**src/rtl/io_port_bank.sv**
```systemverilog
// Memory-mapped I/O bank: NUM_OUT writable output registers, NUM_IN synchronised inputs with
// sticky change flags and a maskable interrupt. Read data is registered (one cycle latency).
module io_port_bank #(
   parameter int unsigned       DATA_W    = 32,
   parameter int unsigned       NUM_OUT   = 3,
   parameter int unsigned       NUM_IN    = 2,
   parameter logic [DATA_W-1:0] OUT_RESET = '0
) (
   input  logic                      clock,
   input  logic                      reset,
   input  logic                      sel,
   input  logic                      we,
   input  logic                      rd,
   input  logic [4:0]                addr,
   input  logic [DATA_W-1:0]         wdata,
   output logic [DATA_W-1:0]         rdata,
   output logic                      rvalid,
   input  logic [NUM_IN*DATA_W-1:0]  in_port,
   output logic [NUM_OUT*DATA_W-1:0] out_port,
   output logic                      irq
);

   localparam logic [4:0] ADDR_STATUS = 5'd30;
   localparam logic [4:0] ADDR_IRQ_EN = 5'd31;

   logic [DATA_W-1:0] out_q  [NUM_OUT];
   logic [DATA_W-1:0] s1_q   [NUM_IN];
   logic [DATA_W-1:0] s2_q   [NUM_IN];
   logic [DATA_W-1:0] prev_q [NUM_IN];
   logic [NUM_IN-1:0] status_q, status_d, status_clr, irq_en_q, change_vec;
   logic [1:0]        prime_cnt_q;
   logic              primed;
   logic              wr_en, rd_en;
   logic [DATA_W-1:0] rd_word;

   assign wr_en  = sel && we;
   assign rd_en  = sel && rd;
   assign primed = (prime_cnt_q == 2'd3);

   for (genvar g = 0; g < NUM_OUT; g++) begin : g_out
      assign out_port[g*DATA_W +: DATA_W] = out_q[g];
   end

   // Priming suppresses spurious flags while the synchroniser fills after reset.
   always_comb begin
      change_vec = '0;
      for (int i = 0; i < NUM_IN; i++) begin
         change_vec[i] = primed && (s2_q[i] != prev_q[i]);
      end
   end

   // Set wins over a simultaneous write-1-to-clear.
   always_comb begin
      status_clr = '0;
      if (wr_en && addr == ADDR_STATUS) status_clr = wdata[NUM_IN-1:0];
      status_d = (status_q & ~status_clr) | change_vec;
   end

   always_comb begin
      rd_word = '0;
      for (int i = 0; i < NUM_OUT; i++) begin
         if (addr == 5'(i)) rd_word = out_q[i];
      end
      for (int i = 0; i < NUM_IN; i++) begin
         if (addr == 5'(16 + i)) rd_word = s2_q[i];
      end
      if (addr == ADDR_STATUS) rd_word = DATA_W'(status_q);
      if (addr == ADDR_IRQ_EN) rd_word = DATA_W'(irq_en_q);
   end

   always_ff @(posedge clock) begin
      if (reset) begin
         for (int i = 0; i < NUM_OUT; i++) out_q[i] <= OUT_RESET;
         for (int i = 0; i < NUM_IN; i++) begin
            s1_q[i]   <= '0;
            s2_q[i]   <= '0;
            prev_q[i] <= '0;
         end
         status_q    <= '0;
         irq_en_q    <= '0;
         prime_cnt_q <= '0;
         rdata       <= '0;
         rvalid      <= 1'b0;
         irq         <= 1'b0;
      end else begin
         for (int i = 0; i < NUM_IN; i++) begin
            s1_q[i]   <= in_port[i*DATA_W +: DATA_W];
            s2_q[i]   <= s1_q[i];
            prev_q[i] <= s2_q[i];
         end
         if (wr_en) begin
            for (int i = 0; i < NUM_OUT; i++) begin
               if (addr == 5'(i)) out_q[i] <= wdata;
            end
            if (addr == ADDR_IRQ_EN) irq_en_q <= wdata[NUM_IN-1:0];
         end
         if (!primed) prime_cnt_q <= prime_cnt_q + 2'd1;
         status_q <= status_d;
         irq      <= |(status_q & irq_en_q);
         rvalid   <= rd_en;
         if (rd_en) rdata <= rd_word;
      end
   end

endmodule

```
**config.mk**
```make
export PLATFORM = sky130hd
export DESIGN_NAME = io_port_bank
export DESIGN_NICKNAME = d
export VERILOG_FILES = /design/src/rtl/io_port_bank.sv
export SDC_FILE = /design/constraint.sdc
export NUM_CORES = 1
export LEC_CHECK = 0
export BUFFER_PORTS_ARGS = -buffer_cell sky130_fd_sc_hd__buf_2
export CAP_MARGIN = 10
export CORE_AREA = 3 3 122 211
export CTS_CLUSTER_SIZE = 8
export DETAILED_ROUTE_END_ITERATION = 10
export DIE_AREA = 0 0 125 214
export GPL_TIMING_DRIVEN = 0
export PLACE_DENSITY = 0.83
export SLEW_MARGIN = 20
export SYNTH_ARGS = -nofsm -noshare
export SYNTH_HDL_FRONTEND = slang
export SYNTH_SLANG_ARGS = --single-unit
```
**constraint.sdc**
```tcl
create_clock -name clock -period 2.59 [get_ports clock]
set_input_delay 0 -clock clock [delete_from_list [all_inputs] [get_ports clock]]
set_output_delay 0 -clock clock [all_outputs]
set_load 0.005 [all_outputs]
```
# == Yosys cells after proc, flatten, opt, wreduce, memory -nomap -nowiden ==
# Memory sizes are Yosys's and may differ from the RTL's.
# Index checks and enable logic that the tools add are counted.
# op_classes
add_sub_neg,1
n_eq_ne,9
n_mux,32
n_bitwise,13
n_reduce_logical,8
# ops
operator,count
$mux W32,16
$ne A32 B32 Y1,2
$eq A5 B5 Y1 const B,4
$mux W1,15
$or A1 B1 Y1,9
$eq A5 B1 Y1 const B,1
$eq A5 B2 Y1 const B,1
$logic_and A1 B1 Y1,5
$logic_not A5 Y1,1
$and A2 B2 Y2,2
$add A2 B1 Y2 const B,1
$eq A2 B2 Y1 const B,1
$mux W2,1
$not A2 Y2,1
$or A2 B2 Y2,1
$reduce_and A2 Y1,1
$reduce_or A2 Y1,1
# totals
register_bits,40
mem_bits_rw,288
out_inout_bits,130
n_memories,4
# mem_list
memory,depth,width,read_ports,rd_clocked_by_memory_dff,write_ports,line,rtl
out_q,3,32,3,0,3,26,logic [DATA_W-1:0] out_q [NUM_OUT];
prev_q,2,32,2,0,2,29,logic [DATA_W-1:0] prev_q [NUM_IN];
s1_q,2,32,2,0,2,27,logic [DATA_W-1:0] s1_q [NUM_IN];
s2_q,2,32,2,0,2,28,logic [DATA_W-1:0] s2_q [NUM_IN];

# == Longest topological paths before layout ==
# depth
depth_word,8
depth_mapped,8

# == Least setup slack after synthesis ==
# OpenSTA, ideal clock, no wires.
# synth_path
path_kind,in2reg
startpoint,input port addr[0]
endpoint,"memory out_q[0][0], enable pin"
setup_ns,0.428
t_arrival_ns,2.232
t_required_ns,2.162
path_slack_ns,-0.070
stages,5
cell_sequence,buf_4 -> or2_2 -> clkbuf_1 -> buf_2 -> o21bai_1
# synth_rtl
item,line,rtl
"start, declared",14,"input logic [4:0] addr,"
"end, declared",26,

==> summary.md <==
| Metric | Value |
|---|---|
| CTS Hold Buffers Added | `101` |
| Post-Syn Area per Cell | `11.7 µm²` |
| Skew-Pair Late Insertion Delay | `530 ps` |
| Clock transition at the registers of the reported paths | `50 ps` |
| Placeable Area | `0.0242 mm²` |
| Post-CTS Resized | `0` |
| Diodes inserted | `0` |
| Post-synthesis cell type count | `39` |
| Initial DRC count | `499` |
| Max Fanout on Critical Path | `21` |
| # nets final | `1497` |
| Setup ws final | `890 ps` |
| Crit Path Category | `in -> reg` |
| Antenna Nets Post-Route | `0` |
| CTS tree | `done` |
| Cell taking the most area after synthesis | `dfxtp_1` |
| Period minus WS final | `1700 ps` |
| Layout cells sized above 1 | `22.2%` |
| Worst-margin pin slew | `781 ps` |
| DP Area | `0.0134 mm²` |
| Post-layout util | `64.7%` |
| Clk_skew | `17.9 ps` |
| Setup WS pre-CTS | `392 ps` |
| Die Height | `214 µm` |
| Yosys warnings | `0` |
| Largest net degree at the start of global routing | `22` |
| Seq/Total Area, Yosys | `64.1%` |
| Power density of the placed cells | `757 mW/mm²` |
| Startpoint Class | `input port` |
| I/O Buffers | `233` |
| Min-delay worst type | `in -> reg` |
| Synth Flop Type | `dfxtp_1` |
| Mux contribution to synthesized area | `2.98%` |
| Maximum clock frequency | `588 MHz` |
| Synthesized area | `0.0117 mm²` |
| Initial antenna violation count | `0` |
| Commonest cells post-synth | `232 x dfxtp_1, 193 x nor2b_1, 96 x edfxtp_1` |
| Synth Register Bits | `328` |
| TritonCTS Buffers | `46` |
| Most common cell in the netlist | `dfxtp_1` |
| Crit path required time | `2800 ps` |
| Pleak | `6.62 nW` |
| Compound-Gate Fraction of Synth Area | `7.10%` |
| Flop2flop setup slack | `940 ps` |
| Worst path arrival time | `1910 ps` |
| Area grow syn2layout | `33.3%` |
| Main combinational cell family by area after synthesis | `simple AND/OR/NAND/NOR gates` |
| Drt via density | `5.41` |
| RePlAce Congestion | `0.894` |
| EDFF count, synth | `96` |
| CP startpoint | `reset` |
| Cell area after layout | `0.0157 mm²` |
| Vias in the first global route | `10100` |
| Via Count | `9266` |
| Tot GR Track Use | `27.7%` |
| Worst r2r src | `s2_q[0][23]` |
| Hold EP | `status_q[1]` |
| Starting Density | `48.5%` |
| Period utilisation layout | `65.6%` |
| First-pass GRT wire length | `57700 µm` |
| Final setup fails | `0` |
| Simple-gate share of the synthesized area | `18.5%` |
| Max-slew headroom | `47.9%` |
| DRC viols | `0` |
| Max Root-Sink Buffers | `3` |
| Detailed Route WL | `37900 µm` |
| Yosys top cell area share | `39.6%` |
| Routed WL per cell | `22.1 µm` |
| Status | `completed` |
| HP Start | `we` |
| GRT overflow | `0` |
| Post-Syn Instances | `1005` |
| Top cells by area, synth | `dfxtp_1 40%, edfxtp_1 25%, nor2b_1 10%` |
| Peak supply drop | `0.000700 V` |
| Pins Over Slew Limit | `0` |
| Critical R2R Capture | `status_q[0]` |
| Detailed Routing Iterations Pass 1 | `5` |
| DP HPWL | `25300 µm` |
| Fill count | `1745` |
| Setup bufs post-CTS | `0` |
| Root Driver | `clkbuf_16` |
| Post-synthesis adder-cell area fraction | `0.107%` |
| Worst r2r path cells | `5` |
| Clk sinks | `328` |
| Post-synth ARST share | `0%` |
| XOR/XNOR Fraction of Synth Area | `4.85%` |
| # rows | `75` |
| CTS H-Tree Depth | `2` |
| Die area | `0.0268 mm²` |
| Final Hold Viols | `0` |
| Max-Cap Viols | `0` |
| RSZ-0062 raised after global routing | `false` |
| Setup crit end kind | `register` |
| Hold depth | `6` |
| Num ports | `236` |
| Chip width | `125 µm` |
| Syn nets | `1112` |
[through the flow]
step	instances	power [mW]	TNS, ps	hold WS [ps]
finish	1714	11.8	0	71.3
floorplan	1005	6.09	0	128
global route	1714	12.2	0	81.5
detailed placement	1549	6.48	0	213
CTS	1714	11.8	0	44.1
global placement	1546	6.45	-60600	209
[area by class of cell]
type	count	area, µm²	area share (%)
Timing Repair Buffer	337	2260	14.4
Buffer	62	268	1.71
Multi-Input combinational cell	613	3960	25.3
Sequential cell	328	7530	48.1
Clock inverter	1	8.76	0.0560
Clock buffer	63	1240	7.90
Inverter	2	7.51	0.0480
Tap cell	308	385	2.46
[critical path, cell delays in order]
cell and delay [ps]:
buf_2 140, clkbuf_1 430, clkbuf_1 380, buf_2 330, a41o_2 380, buf_16 230
[state kept, by name (all words and copies together) (netlist names)]
signal and count:
status_q 2, s1_q 64, prev_q 64, out_q 96
rdata 32, s2_q 64, prime_cnt_q 2, irq_en_q 2
irq 1, rvalid 1
[how the worst max path moves through the flow]
stage                     slack, ps  depth (start not counted)            to
after floorplan                  20                          4  out_q[0][64]
after global placement        -1450                          5  out_q[0][82]
after detailed placement        390                          6  out_q[0][50]
after CTS                       900                          5   status_q[0]
after global routing            800                          6  out_q[0][48]
final                           890                          6  out_q[0][48]
[report_power, final]
part           switching (mW)  leakage, nW  internal [mW]  total, mW
clock network            2.04        0.603           3.25       5.29
logic                   0.466         3.20          0.424      0.890
registers               0.147         2.82           5.52       5.66
total                    2.65         6.62           9.20       11.8
[layout by cell type, fill, tap and decap left out, types with 35 or more instances in the layout]
master / instances
edfxtp_1: 96
dlygate4sd3_1: 101
dfxtp_1: 232
buf_2: 248
nor2_1: 37
a21oi_1: 90
clkbuf_1: 55
nor2b_1: 193
clkbuf_16: 47
xor2_1: 65
mux2i_1: 35
[logic make-up after synthesis]
family | Yosys count
xor gates and xnor gates | 65
adders and majority gates | 1
muxes | 35
buffers and inverters | 64
DFF | 328
and+or+nand+nor | 369
AOI/OAI and AO/OA | 143
[layer usage]
layer  wire length, µm  track usage, %
met3              2330            5.46
met2             20300            51.9
met5                 0               0
met4              2940            18.5
met1             12300            26.9
Note: power is estimated with default switching activity, not from simulation.
